<file path="src/rtl/decoder_seq.sv">
// decoder_seq: M-cycle sequencer in front of the SM83 decoder PLA.
// Holds the current opcode, the CB-prefix flag, the M-cycle index and the
// RUN / HALT / INT execution mode. It presents these to the decoder as a
// 26-bit dual-rail vector.
// The decoder answers with SEQ_LAST, which closes the instruction, and
// with HALT_OP on the last M-cycle of a HALT.
module decoder_seq #(
    parameter int MC_MAX = 7,   // highest legal M-cycle index
    parameter int INT_MC = 5,   // M-cycles in interrupt dispatch (1..INT_MC)
    parameter int ACK_MC = 3    // dispatch M-cycle whose step raises INT_ACK
) (
    input  logic        i_clk2,
    input  logic        i_nreset,
    input  logic        i_adv,
    input  logic        i_wait,
    input  logic        i_seq_last,
    input  logic        i_halt_op,
    input  logic [7:0]  i_din,
    input  logic        i_int_req,
    input  logic        i_ime,
    output logic [25:0] o_a,
    output logic [7:0]  o_ir,
    output logic [2:0]  o_mcyc,
    output logic        o_cb,
    output logic        o_in_int,
    output logic        o_halted,
    output logic        o_int_ack,
    output logic        o_seq_err
);

    localparam logic [2:0] MC_MAX_V = 3'(MC_MAX);
    localparam logic [2:0] INT_MC_V = 3'(INT_MC);
    localparam logic [2:0] ACK_MC_V = 3'(ACK_MC);
    localparam logic [7:0] OP_CB    = 8'hCB;
    localparam logic [7:0] OP_NOP   = 8'h00;

    // RUN also covers the post-reset fetch: MCYC=0 with IR=00 is a NOP fetch.
    typedef enum logic [1:0] {
        ST_RUN  = 2'd0,
        ST_HALT = 2'd1,
        ST_INT  = 2'd2
    } state_t;

    state_t      r_state;
    state_t      w_state_next;
    logic [7:0]  r_ir;
    logic [7:0]  w_ir_next;
    logic [2:0]  r_mcyc;
    logic [2:0]  w_mcyc_next;
    logic        r_cb;
    logic        w_cb_next;
    logic        r_seq_err;
    logic        w_seq_err_next;
    logic        r_int_ack;
    logic        w_int_ack_next;

    logic        w_step;
    logic        w_int_take;
    logic        w_cb_on_latch;
    logic        w_in_int;
    logic [12:0] w_sig;

    // An ADV that arrives during WAIT is dropped, not queued.
    assign w_step     = i_adv & ~i_wait;
    assign w_int_take = i_int_req & i_ime;

    // CB flag of the next latched opcode. It is set only when the
    // instruction now closing is the CB prefix itself, and that prefix was
    // a plain opcode (CB=0). A CB-table opcode that happens to be CB
    // therefore does not chain into another prefix.
    assign w_cb_on_latch = ~r_cb & (r_ir == OP_CB);

    // State register. Reset discards everything, including the sticky error.
    always_ff @(posedge i_clk2 or negedge i_nreset) begin
        if (!i_nreset) begin
            r_state   <= ST_RUN;
            r_ir      <= OP_NOP;
            r_mcyc    <= 3'd0;
            r_cb      <= 1'b0;
            r_seq_err <= 1'b0;
            r_int_ack <= 1'b0;
        end else begin
            r_state   <= w_state_next;
            r_ir      <= w_ir_next;
            r_mcyc    <= w_mcyc_next;
            r_cb      <= w_cb_next;
            r_seq_err <= w_seq_err_next;
            r_int_ack <= w_int_ack_next;
        end
    end

    // Next-state logic. Everything holds except on a step. INT_ACK is the
    // exception: it defaults low, so it lasts a single cycle.
    always_comb begin
        w_state_next   = r_state;
        w_ir_next      = r_ir;
        w_mcyc_next    = r_mcyc;
        w_cb_next      = r_cb;
        w_seq_err_next = r_seq_err;
        w_int_ack_next = 1'b0;

        if (w_step) begin
            unique case (r_state)
                ST_RUN: begin
                    if (!i_seq_last) begin
                        // Mid-instruction. Running past the last legal
                        // index means the decoder never closed the
                        // instruction: pin the counter and flag it.
                        if (r_mcyc == MC_MAX_V) begin
                            w_seq_err_next = 1'b1;
                        end else begin
                            w_mcyc_next = r_mcyc + 3'd1;
                        end
                    end else if (w_int_take) begin
                        // A pending interrupt wins over the next opcode.
                        // Dispatch counts its M-cycles from 1.
                        w_state_next = ST_INT;
                        w_ir_next    = OP_NOP;
                        w_cb_next    = 1'b0;
                        w_mcyc_next  = 3'd1;
                    end else if (i_halt_op) begin
                        // IR keeps the HALT opcode while halted.
                        w_state_next = ST_HALT;
                        w_mcyc_next  = 3'd0;
                    end else begin
                        // Fetch overlap: the byte on DIN during the last
                        // step is the next opcode.
                        w_ir_next   = i_din;
                        w_mcyc_next = 3'd0;
                        w_cb_next   = w_cb_on_latch;
                    end
                end

                ST_HALT: begin
                    // SEQ_LAST and HALT_OP mean nothing here.
                    // Only a pending request ends the halt.
                    if (i_int_req) begin
                        if (i_ime) begin
                            w_state_next = ST_INT;
                            w_ir_next    = OP_NOP;
                            w_cb_next    = 1'b0;
                            w_mcyc_next  = 3'd1;
                        end else begin
                            // Wake without dispatch. The opcode after HALT
                            // is fetched normally. The HALT bug (PC not
                            // advancing) is not reproduced.
                            w_state_next = ST_RUN;
                            w_ir_next    = i_din;
                            w_mcyc_next  = 3'd0;
                            w_cb_next    = w_cb_on_latch;
                        end
                    end
                end

                ST_INT: begin
                    // The ACK M-cycle is the vector read. The pulse tells
                    // the interrupt block to clear the IF bit and IME.
                    if (r_mcyc == ACK_MC_V) begin
                        w_int_ack_next = 1'b1;
                    end
                    if (r_mcyc < INT_MC_V) begin
                        w_mcyc_next = r_mcyc + 3'd1;
                    end else begin
                        // Last dispatch M-cycle doubles as the fetch of the
                        // handler's first opcode.
                        w_state_next = ST_RUN;
                        w_ir_next    = i_din;
                        w_mcyc_next  = 3'd0;
                        w_cb_next    = 1'b0;
                    end
                end

                default: begin
                    w_state_next = ST_RUN;
                end
            endcase
        end
    end

    assign w_in_int = (r_state == ST_INT);

    // Decoder signal order, LSB first: IN_INT, CB, IR[0..7], MCYC[0..2].
    assign w_sig = {r_mcyc, r_ir, r_cb, w_in_int};

    // Dual-rail expansion. Each signal drives a true rail and a complement
    // rail, so every PLA product term sees both polarities.
    generate
        for (genvar gi = 0; gi < 13; gi++) begin : g_rail
            assign o_a[2*gi]     = w_sig[gi];
            assign o_a[2*gi + 1] = ~w_sig[gi];
        end
    endgenerate

    assign o_ir      = r_ir;
    assign o_mcyc    = r_mcyc;
    assign o_cb      = r_cb;
    assign o_in_int  = w_in_int;
    assign o_halted  = (r_state == ST_HALT);
    assign o_int_ack = r_int_ack;
    assign o_seq_err = r_seq_err;

endmodule

</file>
<file path="config.mk">
export PLATFORM = sky130hd
export DESIGN_NAME = decoder_seq
export DESIGN_NICKNAME = d
export VERILOG_FILES = /design/src/rtl/decoder_seq.sv
export SDC_FILE = /design/constraint.sdc
export NUM_CORES = 1
export LEC_CHECK = 0
export BUFFER_PORTS_ARGS = -buffer_cell sky130_fd_sc_hd__buf_4
export CORE_AREA = 2 2 55 57
export CTS_CLUSTER_DIAMETER = 150
export DETAILED_ROUTE_END_ITERATION = 8
export DIE_AREA = 0 0 57 59
export PLACE_DENSITY_LB_ADDON = 0.05
export SYNTH_ARGS = -nofsm -noshare
export SYNTH_HDL_FRONTEND = slang
export SYNTH_SLANG_ARGS = --single-unit
</file>
<file path="constraint.sdc">
create_clock -name i_clk2 -period 2.41 [get_ports i_clk2]
set_clock_uncertainty 0.05 [all_clocks]
set_input_delay 0.482 -clock i_clk2 [delete_from_list [all_inputs] [get_ports i_clk2]]
set_output_delay 0.482 -clock i_clk2 [all_outputs]
set_load 0.01 [all_outputs]
</file>
==> impl_metrics.ini <==
[timing]
tns_ps = 0
fin_crit_ps = 1960
setup_ws_ps = 450
rsz0062_at_grt = false
fmax_mhz = 510
finalCritPeriodShare = 0.813
final_hold_viol_count = 0
relSlewSlack = 0.713
finalMaxSlewViolations = 0
finalSetupViolCount = 0
max_slew.worst_pin.slew_ps = 429

[worst_setup_path]
arrival_ps = 1430
crit_cells = 4
crit_chain = inv_1 -> ha_1 -> inv_1 -> buf_4
criticalPathCategory = reg -> out
crit_top_cell = inv_1
r2r_cells = 6
slowest_stage = dfrtp_1
timing.critical_path.buf_inv = 3
critPathMaxFanout = 9
cp_data_required_time_ps = 1880
cp-start-kind = register
cpPeakStageDelay_ps = 410
crit_family = flip-flops
crit_path_end_kind = output pin

[hold_path]
hold_class = in -> reg
whs_path_depth = 3

[grt]
grt_pass1_wl_um = 4110
antenna_found_initial = 0
overflow = 0
grt_pass1_vias = 871
grt_max_degree = 17
gr-usage-all-layers = 0.159

[logic_synthesis]
synth_compound_area_frac = 0.117
ys_seq_area_frac = 0.376
ys_warn_count = 0
synth_top_family_by_area = buffers and inverters
synthesis.area_um2 = 1070
synth_cell_type_count = 32
yosys-mux-area-fraction = 0.108
synthSimpleGateAreaFrac = 0.143
ys_ff_latch = 16
synth.avg_cell_area_um2 = 9.43
synth_fp_nets = 137
synth_xor_area_frac = 0
synth_cells = 113
synthAdderAreaFrac = 0.0939

[floorplan]
fp-row-count = 19
core_area_um2 = 2710
die_x_um = 57
initial_core_util = 0.393
die_area_um2 = 3360
num_io_pins = 58
fp.dieH_um = 59

[final_layout]
antennaDiodeCount = 0
drive_above_1_share = 0.401
synthToLayoutAreaGrowth_pct = 38.6
fill_cells = 269
postLayoutCoreUtil = 0.545
fin_cells = 193
final_nets = 187

[cts]
cts_root_buf = clkbuf_4
cts_sinks = 16
cts_buffers = 3
cts.repair.resized = 0
clkTransAtPathRegs_ps = 100
clkLatencyLatePin_ps = 290
h-tree-depth = 1
clock_path_buffers = 2
cts_tree = built

[routing]
first_pass_iters = 4
via_per_inst = 5.01
drt_wl_total_um = 2550
drc = 0
dr_total_vias = 966
avgRoutedWirePerCell_um = 13.2
drtIter0Drc = 24
ant_nets = 0

[place]
dp.cells = 188
io_buffers = 57
gp_congestion = 0.717
dpl_worst_slack_ps = 518
detailedPlacementHpwl_um = 1900

[power]
peakVddDrop_mv = 0.717
power_density_nw_per_um2 = 1150
power.leakage_uw = 0.000816

[run_status]
outcome = complete, no violations

[job]
max_cap_viol_count = 0
## through the flow
step | cell area [µm²] | hold slack (ps) | total power, µW
final | 1480 | 374 | 1700
after detailed placement | 1430 | 310 | 1530
after global routing | 1480 | 370 | 1850
after global placement | 1430 | 311 | 1520
after CTS | 1480 | 363 | 1720
after floorplan | 1070 | 136 | 1120
## report_power, final
part / switching [µW] / internal [µW]
clock network: 91.8 / 92.0
registers: 109 / 363
logic: 526 / 521
## sequential cells by signal, indices dropped and copies added (netlist names)
| signal | flops |
|---|---|
| r_state | 2 |
| o_int_ack | 1 |
| o_seq_err | 1 |
| o_cb | 1 |
| o_mcyc | 3 |
| o_ir | 8 |
## cell families (layout without fill, tap and decap cells)
| family | Yosys count | in the layout |
|---|---|---|
| buf+inv | 31 | 80 |
| simple gates | 30 | 30 |
| compound gates | 17 | 17 |
| flops | 16 | 16 |
| mux | 11 | 11 |
| fa+ha+maj | 8 | 8 |
## cell usage in the layout (no fill, tap or decap), types with 2 or more instances in the layout
cell      count
o211ai_1      3
nor2_1        3
mux2i_1      10
nand4_1       2
dfrtp_1      16
o21ai_1       2
clkbuf_4      3
a31oi_1       2
ha_1          8
and3_1        2
a22o_1        2
buf_4        58
nand3_1       2
nand2_1      12
inv_1        17
nand2b_1      2
## cell type report
cell class	instances	area [µm²]	area share
Multi-Input combinational cell	66	493	0.334
Timing Repair Buffer	59	445	0.301
Sequential cell	16	400	0.271
Inverter	17	63.8	0.0432
Tap cell	31	38.8	0.0262
Clock buffer	4	36.3	0.0246
## final timing paths
kind / startpoint / to / slack [ps]
worst min register to register: o_seq_err$_DFFE_PN0P_ / o_seq_err$_DFFE_PN0P_ / 440
min in group asynchronous: i_nreset / o_int_ack$_DFF_PN0_ / 530
worst max-delay path: r_state[0]$_DFFE_PN0P_ / o_a[1] / 450
max in group asynchronous: i_nreset / o_seq_err$_DFFE_PN0P_ / 1590
worst min-delay path: i_din[0] / o_ir[0]$_DFFE_PN0P_ / 370
worst max register to register: r_state[0]$_DFFE_PN0P_ / o_ir[5]$_DFFE_PN0P_ / 520
## synth_stat cells
library cell / instances / area (µm²)
a211oi_1: 1 / 7.51
a21oi_1: 1 / 5.00
a22o_1: 2 / 17.5
a31oi_1: 2 / 12.5
a31oi_2: 1 / 12.5
a32oi_1: 1 / 8.76
and3_1: 2 / 12.5
buf_4: 13 / 97.6
buf_6: 1 / 11.3
dfrtp_1: 16 / 400
ha_1: 8 / 100
inv_1: 17 / 63.8
mux2_4: 1 / 15.0
mux2i_1: 10 / 100
nand2_1: 12 / 45.0
nand2_2: 1 / 6.26
nand2b_1: 2 / 12.5
nand3_1: 2 / 10.0
nand3b_1: 1 / 7.51
nand4_1: 2 / 12.5
nand4b_1: 1 / 8.76
nor2_1: 3 / 11.3
nor2b_1: 1 / 6.26
nor3b_1: 1 / 7.51
nor4_1: 1 / 6.26
o2111ai_1: 1 / 8.76
o211ai_1: 3 / 22.5
o21ai_0: 1 / 5.00
o21ai_1: 2 / 10.0
o21bai_1: 1 / 7.51
o31ai_1: 1 / 7.51
or2_1: 1 / 6.26
## what timing repair did
item,in CTS,in global routing
setup buffers,0,0
setup endpoints to repair,0,0
hold buffers,1,0
endpoints found under the hold margin,16,0
## worst register-to-register path, cell delays in order, from the launching register on
cell	delay [ps]
dfrtp_1	410
inv_1	130
ha_1	380
nand2_1	140
nand4_1	290
buf_4	240
mux2i_1	190
## routing by layer
layer,vias up,wire length (µm),track usage
met5,-,0,0
met4,0,14,0.0598
met3,2,202,0.0218
met2,50,1190,0.255
met1,443,1140,0.220
li1,471,-,-
Note: power is estimated with default switching activity, not from simulation.
